[config.mk]
export PLATFORM = sky130hd
export DESIGN_NAME = product_bcd_converter_flat
export DESIGN_NICKNAME = d
export VERILOG_FILES = /design/src/rtl/product_bcd_converter_if.sv /design/src/rtl/product_bcd_converter.sv /design/src/flat_wrapper.sv
export SDC_FILE = /design/constraint.sdc
export NUM_CORES = 1
export LEC_CHECK = 0
export ABC_AREA = 0
export CAP_MARGIN = 20
export CELL_PAD_IN_SITES_DETAIL_PLACEMENT = 1
export CELL_PAD_IN_SITES_GLOBAL_PLACEMENT = 1
export CORE_MARGIN = 4
export CORE_UTILIZATION = 32
export CTS_CLUSTER_SIZE = 12
export DETAILED_ROUTE_END_ITERATION = 8
export HOLD_SLACK_MARGIN = 0.15
export PLACE_DENSITY = 0.73
export SETUP_SLACK_MARGIN = 0.05
export SYNTH_ARGS = -nofsm -noshare
export SYNTH_HDL_FRONTEND = slang
export SYNTH_SLANG_ARGS = --single-unit
[constraint.sdc]
create_clock -name clk -period 4.7 [get_ports clk]
set_input_delay 0.47 -clock clk [delete_from_list [all_inputs] [get_ports clk]]
set_output_delay 0.47 -clock clk [all_outputs]
set_load 0.005 [all_outputs]
[src/rtl/product_bcd_converter_if.sv]
// Handshake/data bundle between the multiplier result path and the BCD converter.
// The master side issues start/p; the slave side returns busy/done/bcd.
interface product_bcd_converter_if #(
  parameter int WIDTH  = 8,
  parameter int DIGITS = 3
);
  logic                  start;
  logic [WIDTH-1:0]      p;
  logic                  busy;
  logic                  done;
  logic [4*DIGITS-1:0]   bcd;

  modport master (
    output start,
    output p,
    input  busy,
    input  done,
    input  bcd
  );

  modport slave (
    input  start,
    input  p,
    output busy,
    output done,
    output bcd
  );
endinterface

[src/rtl/product_bcd_converter.sv]
// Iterative double-dabble binary-to-BCD converter: one input bit per clock,
// result published with a one-cycle done pulse and held until the next result.
module product_bcd_converter #(
  parameter int WIDTH  = 8,
  parameter int DIGITS = 3
) (
  input  logic                   clk,
  input  logic                   rst_n,
  product_bcd_converter_if.slave bus
);

  localparam int CNT_W = (WIDTH > 1) ? $clog2(WIDTH) : 1;
  localparam int BCD_W = 4 * DIGITS;

  typedef enum logic [1:0] {
    IDLE    = 2'd0,
    CONVERT = 2'd1,
    DONE    = 2'd2
  } state_t;

  state_t            state;
  state_t            state_nxt;
  logic [WIDTH-1:0]  bin_sr;
  logic [BCD_W-1:0]  scratch;
  logic [BCD_W-1:0]  scratch_adj;
  logic [BCD_W-1:0]  scratch_shf;
  logic [BCD_W-1:0]  bcd_q;
  logic [CNT_W-1:0]  cnt;
  logic              last_iter;

  // Every digit >= 5 is pre-corrected by +3 so the following doubling carries
  // into the next decade exactly when the digit would exceed 9.
  function automatic logic [BCD_W-1:0] dabble_adjust(input logic [BCD_W-1:0] s);
    logic [BCD_W-1:0] r;
    r = s;
    for (int i = 0; i < DIGITS; i++) begin
      if (s[4*i +: 4] >= 4'd5) begin
        r[4*i +: 4] = s[4*i +: 4] + 4'd3;
      end
    end
    return r;
  endfunction

  assign scratch_adj = dabble_adjust(scratch);
  assign scratch_shf = {scratch_adj[BCD_W-2:0], bin_sr[WIDTH-1]};
  assign last_iter   = (cnt == CNT_W'(WIDTH - 1));

  always_ff @(posedge clk) begin
    if (!rst_n) begin
      state <= IDLE;
    end else begin
      state <= state_nxt;
    end
  end

  always_comb begin
    state_nxt = state;
    case (state)
      IDLE:    if (bus.start) state_nxt = CONVERT;
      CONVERT: if (last_iter) state_nxt = DONE;
      DONE:    state_nxt = IDLE;
      default: state_nxt = IDLE;
    endcase
  end

  always_ff @(posedge clk) begin
    if (!rst_n) begin
      bin_sr  <= '0;
      scratch <= '0;
      cnt     <= '0;
      bcd_q   <= '0;
    end else begin
      case (state)
        IDLE: begin
          if (bus.start) begin
            bin_sr  <= bus.p;
            scratch <= '0;
            cnt     <= '0;
          end
        end
        CONVERT: begin
          bin_sr  <= bin_sr << 1;
          scratch <= scratch_shf;
          cnt     <= cnt + 1'b1;
          // Only the completed value is published; partial sums stay internal.
          if (last_iter) begin
            bcd_q <= scratch_shf;
          end
        end
        default: ;
      endcase
    end
  end

  assign bus.busy = (state != IDLE);
  assign bus.done = (state == DONE);
  assign bus.bcd  = bcd_q;

endmodule

[src/flat_wrapper.sv]
// flat-port wrapper written by rule: the top's interface ports become plain ports
module product_bcd_converter_flat 
#(
  parameter int WIDTH  = 8,
  parameter int DIGITS = 3
)
  (clk, rst_n, bus_start, bus_p, bus_busy, bus_done, bus_bcd);
  product_bcd_converter_if #(.WIDTH(WIDTH), .DIGITS(DIGITS)) bus_i ();
  input  logic clk;
  input  logic rst_n;
  input wire logic [$bits(bus_i.start)-1:0] bus_start;
  input wire logic [$bits(bus_i.p)-1:0] bus_p;
  output wire logic [$bits(bus_i.busy)-1:0] bus_busy;
  output wire logic [$bits(bus_i.done)-1:0] bus_done;
  output wire logic [$bits(bus_i.bcd)-1:0] bus_bcd;
  assign bus_i.start = bus_start;
  assign bus_i.p = bus_p;
  assign bus_busy = bus_i.busy;
  assign bus_done = bus_i.done;
  assign bus_bcd = bus_i.bcd;
  product_bcd_converter #(.WIDTH(WIDTH), .DIGITS(DIGITS)) u_core (.clk(clk), .rst_n(rst_n), .bus(bus_i));
endmodule
==> results of run 1 <==
==> power groups by stage <==
stage	logic, mW	clock network (mW)	registers, mW
after floorplan	0.0364	0	0.332
after global placement	0.0475	0	0.336
after detailed placement	0.0483	0	0.336
after CTS	0.0486	0.231	0.329
after global routing	0.0547	0.241	0.330
final	0.0490	0.222	0.329
==> cell usage in the layout, fill, tap and decap left out, types with 2 or more instances in the layout <==
cell type / Yosys / layout
a21boi_0: 2 / 2
a21oi_1: 22 / 22
a22oi_1: 3 / 3
buf_4: 2 / 2
clkbuf_8: 0 / 6
clkdlybuf4s50_1: 0 / 24
dfxtp_1: 37 / 37
ha_1: 8 / 8
inv_1: 8 / 8
mux2_2: 3 / 3
nand2_1: 9 / 9
nand2b_1: 5 / 5
nand3_1: 11 / 11
nor2_1: 8 / 8
nor2b_1: 12 / 12
nor3_1: 3 / 3
nor3b_1: 6 / 6
o21ai_0: 19 / 19
o221a_2: 7 / 7
o22ai_1: 3 / 3
o22ai_2: 3 / 3
xnor2_1: 3 / 3
==> critical path: stages, from the launching register on <==
cell             delay, ns
dfxtp_1               0.72
or2_2                 0.22
clkdlybuf4s50_1       0.49
==> worst max path at each step <==
| stage | to | start | slack, ns |
|---|---|---|---|
| 6_report | bus_busy | u_core.state[0] | 2.51 |
| 5_1_grt | bus_busy | u_core.state[0] | 2.37 |
| 4_1_cts | bus_busy | u_core.state[0] | 2.48 |
| 3_5_place_dp | u_core.scratch[3] | bus_start | 2.21 |
| 3_3_place_gp | u_core.scratch[11] | bus_start | 2.27 |
| 2_1_floorplan | u_core.bus.bcd[6] | u_core.scratch[4] | 3.23 |
==> cell type report <==
type	instances	share of cell area, %
multi-input cells	137	43.0
flip-flops and latches	37	35.2
repair buffers	26	12.1
well taps	70	4.16
clock buffers	7	4.10
inverters	8	1.43
==> routing by layer <==
metal | share of wire [%] | wire, um | global-route usage, %
met5 | 0 | 0 | 0
met1 | 49 | 1920 | 16.8
met3 | 2.3 | 90 | 2.30
met2 | 46 | 1820 | 20.4
met4 | 2.2 | 85 | 6.98
==> registers in the layout (all words and copies together) (netlist names) <==
| name | count |
|---|---|
| u_core.bus.bcd | 12 |
| u_core.bin_sr | 8 |
| u_core.state | 2 |
| u_core.cnt | 3 |
| u_core.scratch | 12 |
==> through the flow <==
stage          instances  hold WS, ns  power (mW)  instance area (um2)  util, %
2_1_floorplan        194        0.444       0.368                 1750        -
3_3_place_gp         277        0.463       0.383                 2010     38.6
3_5_place_dp         277        0.468       0.384                 2010     38.6
4_1_cts              284        0.478       0.608                 2100     40.3
5_1_grt              285        0.508       0.626                 2100     40.4
6_report             285        0.472       0.600                 2100     40.4
==> logic make-up after synthesis <==
logic type	count (synthesis)	synth area share [%]
AND/OR/NAND/NOR	61	19.4
adder cells (fa/ha/maj)	8	5.71
buffers and inverters	20	6.21
AO/OA/AOI/OAI	61	22.4
multiplexers	4	2.50
XOR/XNOR	3	1.50
flip-flops	37	42.3
==> impl_summary.txt, run 1 <==
----------------------------------------------------
[Status]
  Run status ... complete, no violations

[STA]
  Final number of setup-violating endpoints ... 0
  Slew HR ... 40.2%
  Final WS setup ... 2.51 ns
  Max-slew violation count ... 0
  Setup repair after global routing missed its margin ... no
  Slew at the pin with the worst max-slew slack ... 0.895 ns
  Setup clock skew after layout ... 0.00656 ns
  Achievable frequency ... 457 MHz
  Aggregate negative setup slack ... 0 ns
  Portion of the clock cycle consumed by the worst path in the final layout ... 46.6%
  Time the final worst path needs with I/O delays and setup ... 2.19 ns
  Count of final hold-check violations ... 0

[Yosys]
  Top-area cell type share of the netlist area ... 42.3%
  Netlist area before placement ... 0.00175 mm2
  Number of enable flip-flop cells after synthesis ... 0
  Top cell types by occurrence after synthesis ... 37 x dfxtp_1, 22 x a21oi_1, 19 x o21ai_0
  Sequential share of the synthesized area ... 42.3%
  Largest area contributor in the synthesized netlist ... dfxtp_1
  Yosys warnings ... 0
  Post-synthesis register bit count ... 37
  Most frequently used cell type in the post-synthesis netlist ... dfxtp_1
  Number of instances in the synthesized netlist ... 194
  Avg Cell Area, Syn ... 9.04 um2
  Ranking of synthesized cells by area ... dfxtp_1 42%, a21oi_1 6.3%, ha_1 5.7%
  Async SR Flop Fraction ... 0%
  Top FF cell, synth ... dfxtp_1
  Number of distinct standard cells referenced by the synthesized netlist ... 34
  Synth Net Count ... 213

[Place]
  Final HPWL DP ... 2.70 mm
  Pre-CTS setup slack ... 2.21 ns
  Number of I/O port buffers ... 24
  RD Place Congestion ... 0.691

[GRT]
  Number of global-route vias before repair ... 1426
  Number of antenna violations at the first check in global routing ... 0
  Largest net degree at the start of global routing ... 26
  GRT Resource Usage Total ... 13.0%
  Global-route wire length before repair ... 6.64 mm
  Global route total overflow ... 0

[Finish]
  FF/Latch Area ... 741 um2
  Area of combinational cells with multiple inputs ... 903 um2
  Layout cell share with drive strength beyond 1 ... 11.6%
  Antenna diode count ... 0
  Nets@finish ... 234
  Area growth syn-to-layout ... 20.0%
  Fill count ... 621

[CTS]
  Post-CTS Setup Repair Bufs ... 0
  Root Buffer ... clkbuf_8
  CTS tree ... built
  Post-cts resize count ... 0
  Number of levels the H-tree was split into ... 2
  Clk buf depth ... 2
  TritonCTS sink count ... 37
  Clk Latency, worst-skew pair ... 0.29 ns
  Total of hold buffers inserted after clock tree synthesis ... 0
  Inserted Clock Buffers ... 5
  Clock-pin slew on the worst setup and hold paths ... 0.07 ns

[Setup path]
  Depth of the most critical reg-to-reg path ... 4
  Critical Path Source Type ... flip-flop
  Signal arrival time at the worst endpoint ... 1.72 ns
  Category of the worst setup path capture point ... primary output
  Minimum setup slack among reg-to-reg paths ... 2.64 ns
  Type of the worst setup path ... flip-flop to primary output
  Worst reg2reg endpoint ... u_core.bus.bcd[1]
  Maximum net fanout on the critical path ... 22
  Crit path required time ... 4.23 ns
  Worst reg2reg path startpoint ... u_core.state[0]

[Die]
  Initial core utilization ... 33.7%
  Die X ... 82.0 um
  Area of the placeable core ... 0.00520 mm2
  Cell Rows ... 26
  Overall die height ... 82.0 um
  Top-level I/O count ... 25
  Total Die Area ... 0.00673 mm2

[Drt]
  Number of iterations in the first detailed-routing pass ... 4
  Number of DRC violations after detailed-routing iteration 0 ... 58
  Total detailed-routing wirelength ... 3.91 mm
  Residual DRC ... 0
  Wirelength per Cell ... 13.7 um
  Post-DRT Antenna Nets ... 0
  Routed vias ... 1433
  Average vias per placed instance ... 5.03

[Power]
  Sequential share of power ... 54.8%
  Switching share of power ... 22.9%
  Power per Cell Area ... 285 mW/mm2
  IR drop worst, VDD ... 138 uV
  Net switching power ... 137 uW
  Proportion of power drawn by the clock network ... 37.0%
  Leakage dissipation ... 0.743 nW
  Share of total power in combinational logic ... 8.2%
  Internal cell power ... 463 uW

[Hold path]
  Worst Hold Path Cells ... 2
  Startpoint of the tightest hold check path ... u_core.bus.bcd[5]
  Worst Hold Endpoint ... u_core.bus.bcd[5]
  Path type of the worst min-delay path ... flip-flop to flip-flop

[Run]
  Max_cap viols ... 0

----------------------------------------------------
(Power assumes the default switching activity.)
==> run 2, diff against run 1 <==
- PLACE_DENSITY: 0.73 -> 0.76
- clock period: 4.7 -> 2 ns (I/O delays scaled with it)
==> impl_summary.txt, run 2 (synthesis gave the netlist of run 1 again) <==
----------------------------------------------------
[Die]
  Area of the placeable core ... 0.00520 mm2
  Top-level I/O count ... 25
  Initial core utilization ... 33.7%
  Overall die height ... 82.0 um
  Cell Rows ... 26
  Total Die Area ... 0.00673 mm2
  Die X ... 82.0 um

[Power]
  Net switching power ... 329 uW
  Share of total power in combinational logic ... 8.9%
  Switching share of power ... 22.5%
  Proportion of power drawn by the clock network ... 38.7%
  Power per Cell Area ... 677 mW/mm2
  Internal cell power ... 1.13 mW
  IR drop worst, VDD ... 366 uV
  Sequential share of power ... 52.4%
  Leakage dissipation ... 0.778 nW

[GRT]
  Global route total overflow ... 0
  Number of antenna violations at the first check in global routing ... 0
  GRT Resource Usage Total ... 13.1%
  Number of global-route vias before repair ... 1480
  Global-route wire length before repair ... 6.82 mm
  Largest net degree at the start of global routing ... 39

[CTS]
  Clock-pin slew on the worst setup and hold paths ... 0.07 ns
  Root Buffer ... clkbuf_8
  TritonCTS sink count ... 37
  Post-CTS Setup Repair Bufs ... 0
  Clk Latency, worst-skew pair ... 0.28 ns
  Total of hold buffers inserted after clock tree synthesis ... 0
  Clk buf depth ... 2
  Inserted Clock Buffers ... 5
  Number of levels the H-tree was split into ... 2
  CTS tree ... built
  Post-cts resize count ... 0

[Status]
  Run status ... complete, no violations

[STA]
  Achievable frequency ... 560 MHz
  Setup repair after global routing missed its margin ... no
  Final worst hold slack ... 0.475 ns
  Time the final worst path needs with I/O delays and setup ... 1.79 ns
  Slew at the pin with the worst max-slew slack ... 0.566 ns
  Slew HR ... 62.2%
  Setup clock skew after layout ... 0.00465 ns
  Final WS setup ... 0.215 ns
  Portion of the clock cycle consumed by the worst path in the final layout ... 89.3%
  Aggregate negative setup slack ... 0 ns
  Max-slew violation count ... 0
  Final number of setup-violating endpoints ... 0
  Count of final hold-check violations ... 0

[Setup path]
  Count of buffering cells on the critical path with inverters included ... 2
  Category of the worst setup path capture point ... primary output
  Signal arrival time at the worst endpoint ... 1.59 ns
  Critical Path Source Type ... flip-flop
  Type of the worst setup path ... flip-flop to primary output
  Worst reg2reg path startpoint ... u_core.scratch[0]
  Gate family responsible for the most delay along the worst path ... buffers and inverters
  Cell with the largest stage delay on the worst path ... clkdlybuf4s50_1
  Count of cell instances traversed by the critical path ... 3
  Ordered cell list for the critical path ... buf_4 > or2_2 > clkdlybuf4s50_1
  Maximum net fanout on the critical path ... 18
  Largest stage delay on the critical path ... 0.45 ns
  Worst setup startpoint ... u_core.state[0]
  Depth of the most critical reg-to-reg path ... 6
  Crit path required time ... 1.80 ns

[Place]
  Pre-CTS setup slack ... 0.00566 ns
  Final HPWL DP ... 2.83 mm
  RD Place Congestion ... 0.789
  Number of I/O port buffers ... 24
  Total cell area at the placement stage ... 0.00205 mm2

[Hold path]
  Worst Hold Path Cells ... 2
  Startpoint of the tightest hold check path ... u_core.bus.bcd[5]
  Path type of the worst min-delay path ... flip-flop to flip-flop

[Finish]
  Area growth syn-to-layout ... 23.3%
  Post-route cell area ... 0.00216 mm2
  Layout cell share with drive strength beyond 1 ... 14.1%
  Most common library cell in the layout ignoring fill and taps ... dfxtp_1
  Nets@finish ... 238
  Fill count ... 621
  Antenna diode count ... 0
  Highest-count cells in the layout ignoring fill and taps ... 37 x dfxtp_1, 24 x clkdlybuf4s50_1, 22 x a21oi_1
  Post-route core utilization ... 41.5%

[Drt]
  Wirelength per Cell ... 13.9 um
  Number of DRC violations after detailed-routing iteration 0 ... 56
  Number of iterations in the first detailed-routing pass ... 5
  Post-DRT Antenna Nets ... 0
  Residual DRC ... 0
  Routed vias ... 1470
  Total detailed-routing wirelength ... 4.03 mm
  Average vias per placed instance ... 5.07

[Run]
  Max_cap viols ... 0

----------------------------------------------------
==> run 2: cell count changes in the layout (fill, tap and decap cells not counted) <==
cell	delta
buf_12	+1
clkbuf_8	+1
clkinv_2	+1
clkbuf_1	-1
buf_4	+3
==> run 2: power groups by stage <==
stage / Sequential, mW / Clock [mW] / Combinational [mW]
floorplan: 0.780 / 0 / 0.0855
global placement: 0.783 / 0 / 0.126
detailed placement: 0.784 / 0 / 0.129
CTS: 0.767 / 0.586 / 0.129
global route: 0.770 / 0.618 / 0.144
finish: 0.767 / 0.565 / 0.130
==> run 2: worst min-delay path: cells and delay by family, from the launching register on <==
kind / cells / cell delay [ns]
flip-flops: 1 / 0.31
AND/OR/NAND/NOR: 1 / 0.05
AO/OA/AOI/OAI: 1 / 0.06
==> run 2: metal layers <==
layer | GRT usage [%] | up-vias | share of wire [%]
li1 | - | 735 | -
met1 | 15.7 | 712 | 45
met2 | 22.3 | 18 | 50
met3 | 2.63 | 5 | 2.7
met4 | 5.98 | 0 | 1.6
met5 | 0 | - | 0
==> run 2: stage by stage <==
step	power, mW	std cells
after floorplan	0.866	194
after global placement	0.909	281
after detailed placement	0.913	281
after CTS	1.48	289
after global routing	1.53	290
final	1.46	290
==> run 2: cell type report <==
cell class	instances	area (um2)	share of cell area [%]
clock inverter	1	5.00	0.232
multi-input combinational	137	903	41.8
sequential	37	741	34.3
clock buffer	7	96.3	4.46
tap	70	87.6	4.05
inverter	8	30.0	1.39
timing repair buffer	30	298	13.8
==> run 2: path summary, 6_finish.rpt <==
| kind | to | slack (ns) |
|---|---|---|
| setup / recovery | bus_busy | 0.21 |
| hold / removal | u_core.bus.bcd[5] | 0.47 |
| setup reg to reg | u_core.bus.bcd[2] | 0.35 |
| hold reg to reg | u_core.bus.bcd[5] | 0.47 |
